### config.mk
export PLATFORM = sky130hd
export DESIGN_NAME = neuron_timestep_scheduler
export DESIGN_NICKNAME = d
export VERILOG_FILES = /design/src/rtl/neuron_timestep_scheduler.sv
export SDC_FILE = /design/constraint.sdc
export NUM_CORES = 1
export LEC_CHECK = 0
export CAP_MARGIN = 20
export CORE_MARGIN = 5
export CORE_UTILIZATION = 40
export CTS_CLUSTER_DIAMETER = 80
export CTS_CLUSTER_SIZE = 16
export DETAILED_ROUTE_END_ITERATION = 6
export DONT_BUFFER_PORTS = 1
export HOLD_SLACK_MARGIN = 0.06
export SYNTH_ARGS = -nofsm -noshare
export SYNTH_HDL_FRONTEND = slang
export SYNTH_SLANG_ARGS = --single-unit
### constraint.sdc
create_clock -name clk -period 3.5 [get_ports clk]
set_input_delay 1.05 -clock clk [delete_from_list [all_inputs] [get_ports clk]]
set_output_delay 1.05 -clock clk [all_outputs]
set_load 0.005 [all_outputs]
### src/rtl/neuron_timestep_scheduler.sv
// Sequences one timestep across NUM_NEURONS cores, one neuron at a time, and queues spiking indices.
// Optional handshake watchdog: define NEURON_SCHED_WATCHDOG_EN.
module neuron_timestep_scheduler #(
   parameter int NUM_NEURONS = 16,
   parameter int IDX_W       = 4,
   parameter int FIFO_DEPTH  = 8,
   parameter int WDOG_CYCLES = 64
) (
   input  logic                   clk,
   input  logic                   rst,
   input  logic                   timestep_start,
   output logic                   timestep_done,
   output logic                   sched_busy,
   output logic [IDX_W-1:0]       cur_addr,
   input  logic [31:0]            cur_data,
   output logic [31:0]            core_current,
   output logic [NUM_NEURONS-1:0] core_start_update,
   output logic [NUM_NEURONS-1:0] core_start_reset,
   input  logic [NUM_NEURONS-1:0] core_busy,
   input  logic [NUM_NEURONS-1:0] core_spike,
   output logic                   spike_valid,
   output logic [IDX_W-1:0]       spike_idx,
   input  logic                   spike_ready,
   output logic [IDX_W:0]         spike_count,
   output logic                   err_timeout
);
   localparam int PTR_W = $clog2(FIFO_DEPTH);
   localparam int OCC_W = PTR_W + 1;

   typedef enum logic [3:0] {
      S_IDLE, S_FETCH, S_LOAD, S_START, S_ACK, S_WAIT,
      S_RST_START, S_RST_ACK, S_RST_WAIT, S_EMIT, S_NEXT
   } state_t;

   state_t           state_q, state_d;
   logic [IDX_W-1:0] idx_q, idx_d;
   logic [31:0]      cur_q, cur_d;
   logic [IDX_W:0]   cnt_q, cnt_d;
   logic             done_q, done_d;

   logic [FIFO_DEPTH-1:0][IDX_W-1:0] mem_q, mem_d;
   logic [PTR_W-1:0] wr_q, wr_d, rd_q, rd_d;
   logic [OCC_W-1:0] occ_q, occ_d;
   logic             valid_q, valid_d;
   logic             push, pop, full;

   logic sel_busy, sel_spike;
   assign sel_busy  = core_busy[idx_q];
   assign sel_spike = core_spike[idx_q];

   // A pop in the same cycle frees a slot, so a full FIFO can still accept the push.
   assign pop  = valid_q && spike_ready;
   assign full = (occ_q == OCC_W'(FIFO_DEPTH));

`ifdef NEURON_SCHED_WATCHDOG_EN
   localparam int WDOG_W = $clog2(WDOG_CYCLES + 1);
   logic [WDOG_W-1:0] wdog_q, wdog_d;
   logic              err_q, err_d, waiting, wd_fire;
`endif

   always_comb begin
      state_d = state_q;
      idx_d   = idx_q;
      cur_d   = cur_q;
      cnt_d   = cnt_q;
      done_d  = 1'b0;
      push    = 1'b0;
      case (state_q)
         S_IDLE: if (timestep_start) begin
            idx_d   = '0;
            cnt_d   = '0;
            state_d = S_FETCH;
         end
         S_FETCH:     state_d = S_LOAD;
         S_LOAD: begin
            cur_d   = cur_data;
            state_d = S_START;
         end
         S_START:     state_d = S_ACK;
         S_ACK:       if (sel_busy) state_d = S_WAIT;
         S_WAIT:      if (!sel_busy) state_d = sel_spike ? S_RST_START : S_NEXT;
         S_RST_START: state_d = S_RST_ACK;
         S_RST_ACK:   if (sel_busy) state_d = S_RST_WAIT;
         S_RST_WAIT:  if (!sel_busy) state_d = S_EMIT;
         S_EMIT: if (!full || pop) begin
            push    = 1'b1;
            cnt_d   = cnt_q + (IDX_W+1)'(1);
            state_d = S_NEXT;
         end
         S_NEXT: if (idx_q == IDX_W'(NUM_NEURONS - 1)) begin
            done_d  = 1'b1;
            state_d = S_IDLE;
         end else begin
            idx_d   = idx_q + IDX_W'(1);
            state_d = S_FETCH;
         end
         default:     state_d = S_IDLE;
      endcase

`ifdef NEURON_SCHED_WATCHDOG_EN
      // Timeout only fires when the handshake has not progressed this cycle; the spike is dropped.
      waiting = state_q inside {S_ACK, S_WAIT, S_RST_ACK, S_RST_WAIT};
      wd_fire = waiting && (state_d == state_q) && (wdog_q == WDOG_W'(WDOG_CYCLES - 1));
      if (wd_fire) state_d = S_NEXT;
      err_d  = err_q | wd_fire;
      wdog_d = (waiting && state_d == state_q) ? wdog_q + WDOG_W'(1) : '0;
`endif

      mem_d = mem_q;
      if (push) mem_d[wr_q] = idx_q;
      wr_d  = wr_q + PTR_W'(push);
      rd_d  = rd_q + PTR_W'(pop);
      occ_d = occ_q;
      if (push && !pop) occ_d = occ_q + OCC_W'(1);
      if (pop && !push) occ_d = occ_q - OCC_W'(1);
      valid_d = (occ_d != '0);
   end

   always_ff @(posedge clk or posedge rst) begin
      if (rst) begin
         state_q <= S_IDLE;
         idx_q   <= '0;
         cur_q   <= '0;
         cnt_q   <= '0;
         done_q  <= 1'b0;
         mem_q   <= '0;
         wr_q    <= '0;
         rd_q    <= '0;
         occ_q   <= '0;
         valid_q <= 1'b0;
      end else begin
         state_q <= state_d;
         idx_q   <= idx_d;
         cur_q   <= cur_d;
         cnt_q   <= cnt_d;
         done_q  <= done_d;
         mem_q   <= mem_d;
         wr_q    <= wr_d;
         rd_q    <= rd_d;
         occ_q   <= occ_d;
         valid_q <= valid_d;
      end
   end

`ifdef NEURON_SCHED_WATCHDOG_EN
   always_ff @(posedge clk or posedge rst) begin
      if (rst) begin
         wdog_q <= '0;
         err_q  <= 1'b0;
      end else begin
         wdog_q <= wdog_d;
         err_q  <= err_d;
      end
   end
   assign err_timeout = err_q;
`else
   assign err_timeout = 1'b0;
`endif

   assign cur_addr          = idx_q;
   assign core_current      = cur_q;
   assign core_start_update = (state_q == S_START)     ? (NUM_NEURONS'(1) << idx_q) : '0;
   assign core_start_reset  = (state_q == S_RST_START) ? (NUM_NEURONS'(1) << idx_q) : '0;
   assign timestep_done     = done_q;
   assign sched_busy        = (state_q != S_IDLE);
   assign spike_valid       = valid_q;
   assign spike_idx         = mem_q[rd_q];
   assign spike_count       = cnt_q;

endmodule

# [Word level (Yosys, flattened, before mapping)]
# Cells that the tools add are included.
[op_classes] add_sub_neg=6 order_cmp=4 n_eq_ne=19 shifts=1 muxes=32 n_reduce_logical=16
[op_table] op="4-bit 2-to-1 mux" count=13
[op_table] op="4-bit one-hot mux with 11 select lines" count=1
[op_table] op="32-bit bitwise mux" count=1
[op_table] op="16-bit 2-to-1 mux" count=2
[op_table] op="4-bit == test (second input constant)" count=5
[op_table] op="4-bit by 3-bit == test with 1-bit output (second input constant)" count=4
[op_table] op="1-bit by 4-bit << shifter with 16-bit output (first input constant)" count=1
[op_table] op="2-bit inequality test (second input constant)" count=7
[op_table] op="4-bit binary-select mux with 3-bit select" count=1
[op_table] op="4-bit demux with 3-bit select" count=1
[op_table] op="5-bit 2-to-1 mux" count=2
[op_table] op="5-bit one-hot mux with 2 select lines" count=1
[op_table] op="4-bit by 1-bit adder with 4-bit output (second input constant)" count=2
[op_table] op="1-bit binary-select mux with 4-bit select" count=2
[op_table] op="4-bit by 2-bit == test with 1-bit output (second input constant)" count=2
[op_table] op="3-bit by 4-bit less-than comparator with 1-bit output (second input constant)" count=2
[op_table] op="4-bit one-hot mux with 2 select lines" count=1
[op_table] op="4-bit nonzero test" count=2
[op_table] op="1-bit 2-to-1 mux" count=7
[op_table] op="3-bit by 1-bit adder with 3-bit output" count=2
[op_table] op="3-bit AND reduction" count=2
[op_table] op="6-bit AND reduction" count=1
[op_table] op="5-bit by 1-bit adder with 5-bit output (second input constant)" count=1
[op_table] op="4-bit by 5-bit less-than comparator with 1-bit output (second input constant)" count=1
[op_table] op="8 further kinds" count=14
[word_totals] regBits=89 inputBits=68 out_inout_bits=81 elab_cells=95

# [Logic depth before layout (Yosys ltp)]
[logic_depth] word_depth=9 depth_mapped=9 ltp_nobuf=8

# [Least setup slack after synthesis]
# Ideal clock, no wire load.
[synth_path] path_kind="input to register" startpoint="in core_busy[11]" endpoint="reg state_q[0]" setup_time_ps=125 arrival_ps=2631 required_time_ps=3375 setup_slack_ps=743 path_stages=5 path_buffers=0 cell_sequence="mux4_2 -> mux2_4 -> a22oi_4 -> mux2i_1 -> mux2_4"
[synth_between] elab_chain_len=4 elab_cells_between_ends=7 cone_classes="4 x eq/ne; 2 x mux; 1 x reduce/logical"
[synth_lines] item="start, declared" line_no="19" text="input logic [NUM_NEURONS-1:0] core_busy,"
[synth_lines] item="1-bit binary-select mux with 4-bit select *" line_no="48" text="assign sel_busy = core_busy[idx_q];"
[synth_lines] item="1-bit 2-to-1 mux (not written as such) *" line_no="48"
[synth_lines] item="2-bit inequality test (no source line)"
[synth_lines] item="6-bit AND reduction (no source line) *"
[synth_lines] item="end signal, assigned" line_no="132" text="state_q <= state_d;"
[synth_lines] item="end, declared" line_no="35" text="state_t state_q, state_d;"
# Mark *: on every way between the ends. The rest lies on a longest branch, timed or not. The select of a mux whose other input is x is not followed.
# A chain may end at the register's enable or synchronous reset.

# [Worst setup path in the final report]
[layout_path] startpoint="reg state_q[2]" endpoint="out core_start_update[13]"
[layout_between] elab_chain_len=2
[layout_lines] item="4-bit by 2-bit == test with 1-bit output" line_no="162" text="assign core_start_update = (state_q == S_START) ? (NUM_NEURONS'(1) << idx_q) : '0;"
[layout_lines] item="16-bit 2-to-1 mux" line_no="162"
[layout_lines] item="end, declared" line_no="17" text="output logic [NUM_NEURONS-1:0] core_start_update,"
# No other way between the ends.

==> flow_summary.json <==
{
  "outcome": "completed",
  "path_class": "reg -> out",
  "ant_nets": 0,
  "clockBufferDepth": 2,
  "clockRootBuffer": "clkbuf_16",
  "nets": 464,
  "drv_slew": 0,
  "fmax_mhz": 331,
  "ir_worst_vdd_uv": 371,
  "vias": 2969,
  "ys_seq_elements": 89,
  "cts-resized-gates": 0,
  "synth-edff-count": 0,
  "coreArea_sq_um": 11000,
  "power_density_nw_per_um2": 755,
  "r2r_start": "cur_addr[0]",
  "grt_pass1_vias": 3067,
  "synth_top_area_share_pct": 49.2,
  "syn-cell-area_sq_um": 4530,
  "synth_area_leaders": "dfrtp_1, mux2_2, mux4_2",
  "dp_hpwl_um": 7560,
  "use_met3_pct": 6.17,
  "yosysUniqueCellTypes": 52,
  "fin_setup_tns_ps": 0,
  "async_flop_share_pct": 100,
  "tritoncts": "yes",
  "finalHoldViolCount": 0,
  "worstMarginPinSlew_ps": 856,
  "io_buffers": 0,
  "holdPathStages": 2,
  "n_fill_cell": 1016,
  "placementRows": 38,
  "postPlaceCellArea_sq_um": 4660,
  "gp_congestion": 0.847,
  "clkTransAtPathRegs_ps": 60,
  "met2_usage_pct": 24.9,
  "yosys_warnings": 0,
  "grt_usage_pct": 15.6,
  "cts.sinks": 89,
  "grt.overflow.total": 0,
  "r2r_cells": 5,
  "hp-start": "mem_q[13]",
  "synth_top_cells_by_count": "dfrtp_1, mux2_2, nor2_1",
  "setup_violations": 0,
  "pre_cts_slack_ps": 617,
  "cts_hold_buf": 0,
  "antenna_found_initial": 0,
  "dpl.cell_count": 512,
  "rsz0062_at_grt": "false",
  "die_h_um": 116,
  "start_util_pct": 41.2,
  "r2r-end": "state_q[0]",
  "start_kind": "flip-flop",
  "fin_area_sq_um": 4940,
  "grt_max_degree": 43,
  "syn_nets": 468,
  "required_ps": 2450,
  "ys_dominant_reg_cell": "dfrtp_1",
  "syn_inst": 387,
  "min_period_ps": 3020,
  "area_delta_synth_final_pct": 9.06,
  "fin_skew_ps": 7.50,
  "drtIter0Drc": 138,
  "cp_max_fo": 13,
  "final_util_pct": 45.0,
  "grt_busiest_layer": "met2",
  "die_width_um": 116,
  "finalCritPeriodShare_pct": 86.4,
  "wl_per_cell_um": 19.4,
  "synth_top_cell_by_area": "dfrtp_1",
  "hold_end": "mem_q[13]",
  "max_cap_viol_count": 0,
  "hold_path.class": "reg -> reg",
  "grt_pass1_wl_um": 16300,
  "fin_ws_ps": 477,
  "diodes": 0,
  "cp.arrival_ps": 1970,
  "globalRouteMet1Util_pct": 19.7,
  "synth.avg_cell_area_sq_um": 11.7,
  "ys_seq_area_share_pct": 49.2,
  "crit_path_end_kind": "output pin",
  "drc": 0,
  "yosysMostFrequentCell": "dfrtp_1",
  "totalWireLength_um": 10200,
  "cts_buffers": 9,
  "postCtsSetupRepairBufs": 0,
  "final_cells": 528,
  "relSlewSlack_pct": 42.9,
  "detail_route.vias_per_cell": 5.62,
  "clock_latency_ps": 340,
  "r2r_setup_slack_ps": 760,
  "firstDrtPassIters": 4,
  "leakagePower_nw": 2.13,
  "cts.htree.levels": 3,
  "die_area_sq_um": 13500,
  "drive_above_1_share_pct": 26.8,
  "ios": 149
}
## stage by stage
| step | hold WS (ps) | total power, mW |
|---|---|---|
| after floorplan | 445 | 2.59 |
| after global placement | 458 | 2.82 |
| after detailed placement | 465 | 2.86 |
| after CTS | 478 | 3.77 |
| after global routing | 499 | 4.00 |
| final | 478 | 3.73 |
## critical path, stage by stage (launching register included)
cell,delay [ps]
dfrtp_1,510
inv_1,190
nand2_1,130
nor3_1,440
nand2_1,200
nor2_1,170
## logic make-up after synthesis
kind of cell / count (synthesis) / synth area share [%]
compound gates: 44 / 6.63
xor+xnor: 9 / 1.74
fa+ha+maj: 13 / 3.59
buf+inv: 35 / 3.29
flops: 89 / 49.2
mux: 76 / 22.5
other cells: 1 / 0.0828
simple gates: 120 / 13.0
## how the worst max path moves through the flow
| stage | from | end | slack (ps) |
|---|---|---|---|
| finish | state_q[2] | core_start_update[13] | 480 |
| global route | state_q[2] | core_start_update[13] | 300 |
| CTS | state_q[2] | core_start_update[8] | 460 |
| detailed placement | core_busy[11] | state_q[0] | 620 |
| global placement | core_busy[11] | state_q[0] | 680 |
| floorplan | rst | core_current[0] | 140 |
## state kept, by name (all words and copies together), names as in the netlist
signal / flops
core_current: 32
mem_q: 32
spike_count: 5
cur_addr: 4
occ_q: 4
state_q: 4
rd_q: 3
wr_q: 3
spike_valid: 1
timestep_done: 1
## layout by cell type (no fill, tap or decap), types with 3 or more instances in the layout
master,netlist,final
xor2_1,6,6
and3_1,4,4
clkbuf_1,14,3
nand2b_1,4,4
xnor2_1,3,3
a21oi_1,4,4
o21ai_0,19,19
mux4_2,14,14
nor2_1,46,46
clkbuf_16,0,9
dfrtp_1,89,89
nor3_1,4,3
ha_1,13,13
buf_4,1,7
nand2_1,32,32
mux2_2,58,58
nand3_1,6,6
inv_1,12,11
nor2b_1,4,4
nand4_1,5,5
a211oi_1,3,3
## per-layer routing
metal | up-vias | share of wire, %
met5 | - | 0
met4 | 0 | 0.75
met3 | 7 | 11
met2 | 134 | 46
met1 | 1465 | 42
li1 | 1363 | -
## cell type report
| type | instances | area (sq um) | share of cell area (%) |
|---|---|---|---|
| sequential | 89 | 2230 | 45.1 |
| multi-input combinational | 263 | 2160 | 43.7 |
| clock buffer | 14 | 264 | 5.35 |
| tap | 140 | 175 | 3.55 |
| timing repair buffer | 7 | 52.6 | 1.06 |
| inverter | 13 | 50.0 | 1.01 |
| clock inverter | 2 | 12.5 | 0.253 |
## report_power, final
group | internal, mW | total [mW] | switching [mW]
combinational | 0.576 | 1.04 | 0.460
clock | 0.520 | 0.899 | 0.380
sequential | 1.36 | 1.79 | 0.435
Power figures use the tool's default switching activity.
